`config.mk`:
```
export PLATFORM = sky130hd
export DESIGN_NAME = instr_sequencer
export DESIGN_NICKNAME = d
export VERILOG_FILES = /design/src/rtl/instr_sequencer.sv
export SDC_FILE = /design/constraint.sdc
export NUM_CORES = 1
export LEC_CHECK = 0
export ABC_AREA = 1
export CAP_MARGIN = 20
export CORE_ASPECT_RATIO = 0.5
export CORE_MARGIN = 5
export CORE_UTILIZATION = 40
export CTS_CLUSTER_SIZE = 10
export DETAILED_ROUTE_END_ITERATION = 16
export PLACE_DENSITY = 0.71
export SETUP_SLACK_MARGIN = 0.2
export SYNTH_ARGS = -nofsm -noshare
export SYNTH_HDL_FRONTEND = slang
export SYNTH_SLANG_ARGS = --single-unit
```
`constraint.sdc`:
```
create_clock -name clk -period 1.5 [get_ports clk]
set_clock_uncertainty 0.1 [all_clocks]
set_input_delay 0.3 -clock clk [delete_from_list [all_inputs] [get_ports clk]]
set_output_delay 0.3 -clock clk [all_outputs]
set_load 0.005 [all_outputs]
```
`src/rtl/instr_sequencer.sv`:
```
// Fetch/decode/execute/writeback sequencer for the 16-bit datapath.
// Owns pc and ir, resolves jumps/branches and counts retired instructions.
//
//   state  | meaning
//   -------+------------------------------------------------------------
//   IDLE   | waiting for run level or a step rising edge
//   FETCH  | pc stable, instr latched into ir at the end of the cycle
//   DECODE | opcode resolved; jumps/branches/NOPs retire here
//   EXEC   | alu_en strobe
//   WB     | wb_en strobe, ALU op retires
//   HALT   | halted until reset
module instr_sequencer #(
   parameter int PC_W  = 3,
   parameter int CNT_W = 16
) (
   input  logic             clk,
   input  logic             rst,
   input  logic             run,
   input  logic             step,
   input  logic [15:0]      instr,
   input  logic [2:0]       flags,
   output logic [PC_W-1:0]  pc,
   output logic [3:0]       state,
   output logic [15:0]      ir,
   output logic             alu_en,
   output logic             wb_en,
   output logic             halted,
   output logic [CNT_W-1:0] instr_count
);

   typedef enum logic [3:0] {
      S_IDLE   = 4'b0000,
      S_FETCH  = 4'b0001,
      S_DECODE = 4'b0010,
      S_EXEC   = 4'b0011,
      S_WB     = 4'b0100,
      S_HALT   = 4'b1111
   } state_t;

   state_t           st;
   logic             single;
   logic             step_q;
   logic [3:0]       opcode;
   logic [PC_W-1:0]  target;
   logic [PC_W-1:0]  pc_inc;
   logic             is_alu;
   logic             taken;
   logic             go_on;
   logic [CNT_W-1:0] count_next;
   logic             unused_carry;

   assign state        = st;
   assign opcode       = ir[15:12];
   assign target       = ir[PC_W-1:0];
   assign pc_inc       = pc + PC_W'(1);
   assign is_alu       = (opcode != 4'h0) && !opcode[3];
   assign taken        = (opcode == 4'h8) ||
                         ((opcode == 4'h9) && flags[1]) ||
                         ((opcode == 4'hA) && flags[2]);
   assign go_on        = run && !single;
   assign count_next   = (&instr_count) ? instr_count : instr_count + CNT_W'(1);
   // carry flag has no consumer among the current branch opcodes
   assign unused_carry = flags[0];

   always_ff @(posedge clk or posedge rst) begin
      if (rst) begin
         st          <= S_IDLE;
         pc          <= '0;
         ir          <= '0;
         alu_en      <= 1'b0;
         wb_en       <= 1'b0;
         halted      <= 1'b0;
         instr_count <= '0;
         single      <= 1'b0;
         step_q      <= 1'b0;
      end else begin
         step_q <= step;
         alu_en <= 1'b0;
         wb_en  <= 1'b0;
         case (st)
            S_IDLE: begin
               if (run) begin
                  st     <= S_FETCH;
                  single <= 1'b0;
               end else if (step && !step_q) begin
                  st     <= S_FETCH;
                  single <= 1'b1;
               end
            end
            S_FETCH: begin
               ir <= instr;
               st <= S_DECODE;
            end
            S_DECODE: begin
               if (opcode == 4'hF) begin
                  st     <= S_HALT;
                  halted <= 1'b1;
               end else if (is_alu) begin
                  st     <= S_EXEC;
                  alu_en <= 1'b1;
               end else begin
                  pc          <= taken ? target : pc_inc;
                  instr_count <= count_next;
                  st          <= go_on ? S_FETCH : S_IDLE;
               end
            end
            S_EXEC: begin
               st    <= S_WB;
               wb_en <= 1'b1;
            end
            S_WB: begin
               pc          <= pc_inc;
               instr_count <= count_next;
               st          <= go_on ? S_FETCH : S_IDLE;
            end
            S_HALT: begin
               halted <= 1'b1;
            end
            default: begin
               st <= S_IDLE;
            end
         endcase
      end
   end

endmodule

```
# Word-level counts from Yosys, hierarchy flattened
# Index checks and enable logic that the tools add are counted.
[totals] regBits=44 inputBits=23 output_inout_bits=42 wordCells=67
[op_classes] add_sub_neg=2 n_eq_ne=13 n_mux=22 bitwise=1 n_reduce_logical=20
[op_table] op="$mux 16" count=3
[op_table] op="$pmux 16 s2" count=1
[op_table] op="$pmux 4 s6" count=1
[op_table] op="$eq 4x4->1 const B" count=5
[op_table] op="$add 16x1->16 const B" count=1
[op_table] op="$reduce_and 16->1" count=1
[op_table] op="$mux 4" count=3
[op_table] op="$mux 3" count=3
[op_table] op="$eq 4x2->1 const B" count=2
[op_table] op="$mux 1" count=8
[op_table] op="$ne 2x2->1 const B" count=3
[op_table] op="$pmux 3 s2" count=1
[op_table] op="$reduce_and 2->1" count=3
[op_table] op="$reduce_bool 2->1" count=3
[op_table] op="$logic_and 1x1->1" count=5
[op_table] op="$eq 4x1->1 const B" count=1
[op_table] op="$eq 4x3->1 const B" count=1
[op_table] op="$logic_not 4->1" count=1
[op_table] op="$reduce_bool 4->1" count=1
[op_table] op="$add 3x1->3 const B" count=1
[op_table] op="$logic_not 1->1" count=3
[op_table] op="$ne 3x3->1 const B" count=1
[op_table] op="$reduce_and 3->1" count=1
[op_table] op="$logic_or 1x1->1" count=2
[op_table] op="3 further kinds" count=3

# Depth between registers and ports, before layout
# Gate-level depths: netlist of the first run.
[depth] depth_word=8 mapped_depth=10

# Least setup slack after synthesis of the first run
# No wires, ideal clock.
[synth_timing] path_kind="register to register" start="register instr_count[0]" end="register instr_count[2]" setup_time_ns=0.117 t_arrival_ns=1.421 required_time_ns=1.283 setup_slack_ns=-0.138 stages_incl_launch_ff=11 cell_sequence="dfrtp_1 > ha_1 > inv_4 > nor2_4 > nand2_4 > nor2_8 > nor2_8 > nand2_8 > buf_12 > nand2_1 > nand2_1"
[synth_via] elab_chain_len=5 word_cells_on_any_way=6 classes_between="1 x add/sub; 4 x mux; 1 x reduce/logical"
[synth_rtl] item="start, declared" line="28" rtl="output logic [CNT_W-1:0] instr_count"
[synth_rtl] item="start signal, assigned" line="103" rtl="instr_count <= count_next;"
[synth_rtl] item="start signal, assigned" line="113" rtl="instr_count <= count_next;"
[synth_rtl] item="$add 16x1->16 / $reduce_and 16->1 (equally long branches)" line="61" rtl="assign count_next = (&instr_count) ? instr_count : instr_count + CNT_W'(1);"
[synth_rtl] item="$mux 16 (*)" line="61"
[synth_rtl] item="$mux 16" line="98" rtl="end else if (is_alu) begin"
[synth_rtl] item="$mux 16" line="95" rtl="if (opcode == 4'hF) begin"
[synth_rtl] item="$pmux 16 s2 (*)" line="80" rtl="case (st)"
# Mark *: on every way between the ends. The rest lies on a longest branch, timed or not. The select of a mux whose other input is x is not followed.
# A chain may end at the register's enable or synchronous reset.

# Worst setup path in the final report of the first run
[layout_timing] start="register st[0] (netlist: state[0])" end="register instr_count[1]"
[layout_via] elab_chain_len=3 word_cells_on_any_way=7 classes_between="4 x eq/ne; 1 x mux; 2 x reduce/logical"
[layout_rtl] item="start, declared" line="40" rtl="state_t st;"
[layout_rtl] item="start signal, assigned" line="104" rtl="st <= go_on ? S_FETCH : S_IDLE;"
[layout_rtl] item="start signal, assigned" line="114" rtl="st <= go_on ? S_FETCH : S_IDLE;"
[layout_rtl] item="$eq 4x2->1 / $eq 4x3->1 (equally long branches)" line="80"
[layout_rtl] item="$ne 2x2->1 (no source line) / $reduce_bool 2->1 (equally long branches)"
[layout_rtl] item="$reduce_and 3->1 (no source line)"
# Several ways; a longest one is shown, not always the timed one.

==> results.yml, run 1 <==
synth:
  synth_warnings: 0
  syn_area_per_cell_sq_um: 8.57
  synth-compound-area-share_pct: 2.30
  synthSimpleGateAreaFrac_pct: 36.1
  synth_top_family_by_area: "simple AND/OR/NAND/NOR gates"
  yosysUniqueCellTypes: 27
  synth_fa_ha_area_share_pct: 1.04
  synthesis.nets: 305
  netlist_instances: 280
  yosys.area_share.xor_xnor_pct: 2.56
  syn_area_sq_um: 2400
  ys_seq_area_share_pct: 45.9
  synth.mux.area_fraction_pct: 6.10
  ys_seq_elements: 44
detailed_routing:
  routed_wl_um: 7620
  first_pass_iters: 4
  ant_nets: 0
  via_per_inst: 4.88
  drt_iter0_markers: 88
  avgRoutedWirePerCell_um: 14.8
  vias: 2511
  drc: 0
finish:
  layout_common_cells: "69 x nand2_1, 67 x buf_4, 38 x dfrtp_1, 31 x buf_6, 26 x nand2_2"
  antennaDiodeCount: 0
  drive_above_1_share_pct: 51.6
  areaGrowthSynthToFinish_pct: 76.8
  num-fill-cells: 391
  layout_commonest_cell: "nand2_1"
  seqCellArea_sq_um: 1110
  multi_input_area_sq_um: 1420
  layout.nets: 466
power:
  p_sw_uw: 2940
  clockPowerShare_pct: 14.5
  powerDensity_nw_per_um2: 1830
  p_seq_share_pct: 24.5
  p_int_uw: 4820
  max-vdd-ir-drop_mv: 0.726
  power_frac_comb_pct: 61.0
  switching_share_pct: 37.9
  leakage_uw: 0.00219
worst_setup_path:
  cp.required_ns: 1.63
  cp_num_buf_inv: 3
  worst_path_largest_cell_delay_ns: 0.39
  cp_slowest_cell: "dfrtp_1"
  cp-start-kind: "flop"
  r2r-start: "state[0]"
  crit_type: "flop to flop"
  cp_max_fo: 9
  worstReg2RegEnd: "instr_count[1]"
  rrSetupSlack_ns: -0.07
  path_delay_family: "simple AND/OR/NAND/NOR gates"
  crit_path_end_kind: "flop"
  worstRegToRegCells: 9
  cp.arrival_ns: 1.70
  path_cells: "buf_6 -> nor2_4 -> nand3_4 -> nand2_4 -> inv_4 -> nor2_8 -> buf_12 -> nand3_1 -> nand2_2"
placed_design:
  hpwl_um: 4610
  dp_slack_ns: -0.145
  portBuffers: 63
  gp_congestion: 0.815
timing:
  period_needed_ns: 1.57
  slew_viol_final: 0
  worst_slack_ns: -0.0662
  max_slew_margin_pct: 78.8
  tightestPinTransition_ns: 0.315
  holdWs_ns: 0.310
  timing.final.crit_share_pct: 104
  rsz0062_at_grt: "true"
  finalSetupViolCount: 20
  tns_ns: -0.918
  finalHoldViolations: 0
  clock.fmax_mhz: 638
cts:
  clock_path_buffers: 2
  numCtsBuffers: 5
  numClockSinks: 44
  cts_root_buf: "clkbuf_16"
  ctsHoldBuffers: 0
  cts_tree: "built"
  clk_pin_slew_worst_paths_ns: 0.06
  clock_latency_ns: 0.29
  htreeDepth: 2
outcome:
  violations: "setup timing"
  outcome: "finished, violations left"
flow_run:
  drv_cap: 0
die:
  num_io_pins: 65
  die_h_um: 64.8
  core_area_sq_um: 5630
  start_util_pct: 42.6
  design.die.area_sq_um: 7740
  die_x_um: 120
  fp-row-count: 19
global_route:
  gr-total-overflow: 0
  grt_pass1_wl_um: 12000
  grt_pass1_vias: 2446
  grt_max_degree: 29
  grtUsageTotal_pct: 19.2
  antenna_found_initial: 0
hold_path:
  holdCritPathClass: "primary input to async pin"
metal layers:
layer  share of wire [%]  global-route usage (%)  wire, um  up-vias
li1                    -                       -         -     1214
met1                  41                    22.3      3100     1231
met2                  54                    36.8      4100       59
met3                 4.5                    4.00       342        7
met4                 1.0                    4.71        76        0
met5                   0                       0         0        -
power groups by stage:
stage          Combinational [uW]  Sequential (uW)  Clock, uW
2_1_floorplan                1730             2010          0
3_3_place_gp                 3250             1930          0
3_5_place_dp                 3360             1960          0
4_1_cts                      4230             1870       1150
5_1_grt                      5070             1950       1190
6_report                     4730             1900       1120
cell families after synthesis:
family | Yosys count
compound gates | 11
xor+xnor | 7
fa+ha+maj | 2
buf+inv | 30
flops | 44
mux | 13
simple gates | 173
flip-flops by register name (all words and copies together) (netlist names):
name and count:
alu_en 1, halted 1, instr_count 16, ir 16, pc 3, single 1, state 4, step_q 1
wb_en 1
worst max path at each step:
stage,cells after the start,end,start
3_5_place_dp,8,pc[1],flags[1]
5_1_grt,9,instr_count[13],instr_count[6]
2_1_floorplan,10,instr_count[1],instr_count[1]
4_1_cts,10,instr_count[12],instr_count[1]
6_report,9,instr_count[1],state[0]
3_3_place_gp,8,pc[1],flags[1]
what timing repair did:
item	CTS	global route
gates cloned	2	1
gates resized for setup	182	53
pin swaps	13	15
setup buffers	38	11
endpoints found under the hold margin	0	0
setup endpoints to repair	82	68
per-stage QoR:
| stage | util [%] | instances | power, uW | cell area (sq um) |
|---|---|---|---|---|
| after floorplan | - | 280 | 3740 | 2450 |
| after global placement | 61.6 | 455 | 5180 | 3470 |
| after detailed placement | 61.6 | 455 | 5320 | 3470 |
| after CTS | 72.4 | 503 | 7250 | 4080 |
| after global routing | 75.3 | 515 | 8220 | 4240 |
| final | 75.3 | 515 | 7760 | 4240 |
cell type report:
type                       instances  area share, %
clock buffer                       7           3.36
clock inverter                     1          0.177
inverter                          26           2.63
multi-input combinational        209           33.4
sequential                        44           26.1
tap                               73           2.15
timing repair buffer             155           32.2
worst register-to-register path, cell delays in order (launching register included):
cell and delay (ns):
dfrtp_1 0.39, buf_6 0.14, nor2_4 0.13, nand3_4 0.09, nand2_4 0.11, inv_4 0.05
nor2_8 0.20, buf_12 0.15, nand3_1 0.08, nand2_2 0.07
cell usage after synthesis:
master	n	share of area, %
nand2_1	91	14
dfrtp_1	44	46
nor2_1	26	4.1
inv_1	24	3.8
nand3_1	19	4.0
mux2_2	13	6.1
nand2_2	9	2.3
nand4_1	7	1.8
o21ai_0	7	1.5
a21oi_1	4	0.83
nand2_4	4	1.9
nand3b_1	4	1.3
nor2_4	4	1.9
xnor2_1	4	1.5
xor2_1	3	1.1
buf_2	2	0.42
ha_1	2	1.0
inv_4	2	0.52
nor2_2	2	0.52
nor2_8	2	1.7
buf_12	1	0.83
buf_6	1	0.47
nand2_8	1	0.83
nand3_2	1	0.42
nand3_4	1	0.73
nor3_1	1	0.21
or2_2	1	0.26
(Power assumes the default switching activity.)
==> run 2, diff against run 1 <==
Settings changed: CORE_ASPECT_RATIO 0.5 to 1.4, CORE_MARGIN 5 to unset, CTS_CLUSTER_SIZE 10 to 24.
==> results.yml, run 2 (synthesis gave the netlist of run 1 again) <==
timing:
  finalSetupViolCount: 32
  tns_ns: -1.18
  clock.fmax_mhz: 640
  rsz0062_at_grt: "true"
  finalHoldViolations: 0
  worst_slack_ns: -0.0616
  holdWs_ns: 0.190
  slew_viol_final: 0
  max_slew_margin_pct: 80.6
  timing.final.crit_share_pct: 104
  period_needed_ns: 1.56
  tightestPinTransition_ns: 0.288
power:
  p_int_uw: 4370
  leakage_uw: 0.00215
  max-vdd-ir-drop_mv: 0.773
  power.total_uw: 7050
  power_frac_comb_pct: 62.4
  clockPowerShare_pct: 11.2
  p_seq_share_pct: 26.4
  switching_share_pct: 38.0
  powerDensity_nw_per_um2: 1710
  p_sw_uw: 2680
hold_path:
  holdCritPathClass: "primary input to async pin"
cts:
  cts_root_buf: "clkbuf_8"
  clock_latency_ns: 0.31
  numCtsBuffers: 5
  clk_pin_slew_worst_paths_ns: 0.08
  ctsHoldBuffers: 0
  cts_tree: "built"
  numClockSinks: 44
  htreeDepth: 2
  clock_path_buffers: 2
outcome:
  outcome: "finished, violations left"
  violations: "setup timing"
worst_setup_path:
  r2r-start: "state[2]"
  cp_max_fo: 5
  cp.arrival_ns: 1.66
  crit_start: "state[2]"
  cp-start-kind: "flop"
  crit_type: "flop to flop"
  cp.required_ns: 1.60
  crit_path_end_kind: "flop"
placed_design:
  dp.cells: 451
  portBuffers: 63
  gp_congestion: 0.824
  hpwl_um: 4200
die:
  die_h_um: 93.6
  design.die.area_sq_um: 6310
  num_io_pins: 65
  core_area_sq_um: 5820
  start_util_pct: 41.2
  die_x_um: 67.4
  fp-row-count: 33
detailed_routing:
  routed_wl_um: 7050
  first_pass_iters: 4
  vias: 2489
  via_per_inst: 4.85
  drt_iter0_markers: 50
  drc: 0
  ant_nets: 0
  avgRoutedWirePerCell_um: 13.7
finish:
  num-fill-cells: 415
  final_cells: 513
  seqCellArea_sq_um: 1110
  areaGrowthSynthToFinish_pct: 71.7
  layout.nets: 467
  multi_input_area_sq_um: 1300
  layout_commonest_cell: "nand2_1"
  antennaDiodeCount: 0
  layout_common_cells: "79 x nand2_1, 63 x buf_4, 43 x buf_6, 40 x dfrtp_1, 21 x clkdlybuf4s50_1"
  drive_above_1_share_pct: 49.9
global_route:
  grt_pass1_vias: 2488
  grt_pass1_wl_um: 10700
  antenna_found_initial: 0
  gr-total-overflow: 0
  grt_max_degree: 21
  grtUsageTotal_pct: 22.6
flow_run:
  drv_cap: 0
## run 2: changes by cell type in the layout (fill, tap and decap cells not counted), sizes merged
cell / delta
buf: +9
clkbuf: +5
clkdlybuf4s15: -12
clkinv: +2
clkinvlp: -1
nand2: -2
## run 2: final timing paths
check                            endpoint  slack (ns)  cells past startpoint
max in group asynchronous  instr_count[0]        0.72                      3
min in group clk                   step_q        0.37                      1
hold / removal                      ir[0]        0.19                      2
setup / recovery                    ir[0]       -0.06                      6
setup reg to reg                    ir[0]       -0.06                      6
hold reg to reg                    halted        0.37                      1
## run 2: area by class of cell
type	instances	share of cell area (%)
clock buffer	6	2.01
clock inverter	2	0.243
timing repair buffer	158	34.5
sequential	44	26.9
multi-input combinational	207	31.6
inverter	26	2.70
tap	70	2.13
## run 2: power groups by stage
stage / sequential, uW / clock (uW) / combinational [uW]
after global placement: 1920 / 0 / 3310
after global routing: 1910 / 871 / 4750
after detailed placement: 1940 / 0 / 3380
after floorplan: 2010 / 0 / 1730
final: 1860 / 787 / 4400
after CTS: 1850 / 811 / 4160
## run 2: repair_timing
item,4_1_cts,5_1_grt
pin swaps,23,12
buffers inserted,42,10
setup endpoints to repair,79,77
cloned,2,0
gates resized for setup,186,40
endpoints found under the hold margin,0,0
## run 2: through the flow
| stage | utilization, % | instance area (sq um) | setup WS [ns] |
|---|---|---|---|
| 2_1_floorplan | - | 2450 | -0.0456 |
| 3_3_place_gp | 59.9 | 3480 | -0.100 |
| 3_5_place_dp | 59.9 | 3480 | -0.160 |
| 4_1_cts | 70.0 | 4070 | -0.0233 |
| 5_1_grt | 70.7 | 4120 | -0.142 |
| 6_report | 70.7 | 4120 | -0.0616 |
## run 2: per-layer routing
metal  GRT usage (%)  routed length (um)  up-vias
li1                -                   -     1220
met1            23.1                2750     1177
met2            41.4                3760       75
met3            5.73                 378       17
met4            10.3                 165        0
met5               0                   0        -
## run 2: critical path, cell delays in order (launching register included)
cell	delay, ns
dfrtp_2	0.43
nor2_4	0.17
buf_6	0.12
nand2_2	0.08
buf_12	0.14
buf_16	0.13
mux2_4	0.29
==> run 3, diff against run 2 <==
Settings changed: CTS_BUF_LIST set to sky130_fd_sc_hd__clkbuf_8 sky130_fd_sc_hd__clkbuf_16, PLACE_DENSITY 0.71 to unset, PLACE_DENSITY_LB_ADDON set to 0.1.
==> results.yml, run 3 (synthesis gave the netlist of run 1 again) <==
outcome:
  outcome: "finished, violations left"
  violations: "setup timing"
placed_design:
  hpwl_um: 4200
  gp_congestion: 0.773
  dp_slack_ns: -0.131
  dp.cells: 454
  portBuffers: 63
  dpl_cell_area_sq_um: 3510
timing:
  period_needed_ns: 1.55
  worst_slack_ns: -0.0545
  rsz0062_at_grt: "true"
  finalHoldViolations: 0
  clock.fmax_mhz: 643
  slew_viol_final: 0
  timing.final.crit_share_pct: 104
  finalSetupViolCount: 32
  tightestPinTransition_ns: 0.256
  max_slew_margin_pct: 82.8
detailed_routing:
  routed_wl_um: 6600
  ant_nets: 0
  avgRoutedWirePerCell_um: 13.0
  via_per_inst: 4.80
  vias: 2432
  first_pass_iters: 4
  drc: 0
  drt_iter0_markers: 102
global_route:
  antenna_found_initial: 0
  gr-total-overflow: 0
  met2_usage_pct: 44.6
  grt_pass1_vias: 2478
  grt_pass1_wl_um: 10900
  use_met1_pct: 24.5
  grtUsageTotal_pct: 23.0
  grt_max_degree: 25
  busiest_layer: "met2"
  grt_util_met3_pct: 2.80
worst_setup_path:
  cp.required_ns: 1.59
  cp_slowest_cell: "dfrtp_1"
  cp_max_fo: 8
  rrSetupSlack_ns: -0.05
  cp-start-kind: "flop"
  path_cells: "buf_4 -> nand2_1 -> nor2_4 -> nand2_4 -> nor2_8 -> nor2_8 -> nand2_8 -> nand2_1 -> nand2_1"
  cp.arrival_ns: 1.65
  crit_path_end_kind: "flop"
  crit_path_end: "instr_count[13]"
  worstReg2RegEnd: "instr_count[13]"
  r2r-start: "instr_count[8]"
  crit_start: "instr_count[8]"
  crit_path_frequent_cell: "nand2_1"
  crit_type: "flop to flop"
  worstRegToRegCells: 9
  worst_path_largest_cell_delay_ns: 0.42
cts:
  numCtsBuffers: 5
  ctsHoldBuffers: 0
  clock_latency_ns: 0.30
  clock_path_buffers: 2
  cts_tree: "built"
  clk_pin_slew_worst_paths_ns: 0.09
  cts_root_buf: "clkbuf_8"
  htreeDepth: 2
  numClockSinks: 44
die:
  die_x_um: 67.4
  start_util_pct: 41.2
  fp-row-count: 33
  die_h_um: 93.6
  num_io_pins: 65
  design.die.area_sq_um: 6310
  core_area_sq_um: 5820
finish:
  final_area_sq_um: 4090
  num-fill-cells: 485
  final_cells: 507
  layout_commonest_cell: "nand2_1"
  layout_common_cells: "78 x nand2_1, 59 x buf_4, 42 x buf_6, 40 x dfrtp_1, 22 x nand2_2"
  multi_input_area_sq_um: 1290
  seqCellArea_sq_um: 1110
  layout.nets: 461
  drive_above_1_share_pct: 49.7
  antennaDiodeCount: 0
  areaGrowthSynthToFinish_pct: 70.6
hold_path:
  holdCritPathClass: "primary input to async pin"
flow_run:
  drv_cap: 0
power:
  powerDensity_nw_per_um2: 1700
  leakage_uw: 0.00210
  max-vdd-ir-drop_mv: 0.699
run 3: cell types whose count changed in the layout (fill, tap and decap cells not counted), sizes merged:
cell	change
clkdlybuf4s15	+1
buf	-4
bufinv	+1
clkbuf	-3
clkinv	-1
run 3: worst max-delay path: cells and delay by family, from the launching register on:
family                 cells  cell delay (ns)
buffers and inverters      1             0.16
AND/OR/NAND/NOR            8             0.76
flip-flops                 1             0.42
run 3: cell type report:
type | count | share of cell area (%)
Sequential cell | 44 | 27.0
Clock inverter | 2 | 0.948
Clock buffer | 6 | 2.02
Tap cell | 70 | 2.14
Inverter | 26 | 2.60
Multi-Input combinational cell | 207 | 31.6
Timing Repair Buffer | 152 | 33.7
run 3: layer usage:
| layer | part of all wire, % | wire length [um] | vias to the layer above |
|---|---|---|---|
| met4 | 1.9 | 126 | 0 |
| met5 | 0 | 0 | - |
| met1 | 37 | 2470 | 1175 |
| met3 | 3.3 | 220 | 11 |
| li1 | - | - | 1202 |
| met2 | 57 | 3790 | 44 |
run 3: through the flow:
step / utilization, % / setup TNS, ns / power, uW / hold slack (ns)
global route: 70.3 / -3.09 / 7480 / 0.308
detailed placement: 60.2 / -1.31 / 5280 / 0.359
CTS: 69.8 / -0.534 / 6880 / 0.299
finish: 70.3 / -0.914 / 6970 / 0.299
floorplan: - / -0.450 / 3740 / 0.204
global placement: 60.2 / -1.02 / 5210 / 0.350
run 3: repair_timing:
action,in CTS,in global routing
resized for setup,185,44
pin swaps,13,5
gates cloned,2,0
buffers inserted,39,4
endpoints found under the setup margin,80,76
run 3: worst min-delay path by stage:
stage | startpoint | end
2_1_floorplan | rst | alu_en
3_3_place_gp | halted | halted
3_5_place_dp | halted | halted
4_1_cts | rst | instr_count[14]
5_1_grt | rst | instr_count[14]
6_report | rst | instr_count[15]
run 3: power breakdown:
group          internal (uW)  total (uW)  switching, uW
sequential              1610        1880            276
clock                    545         982            437
combinational           2240        4110           1860
total                   4400        6970           2580
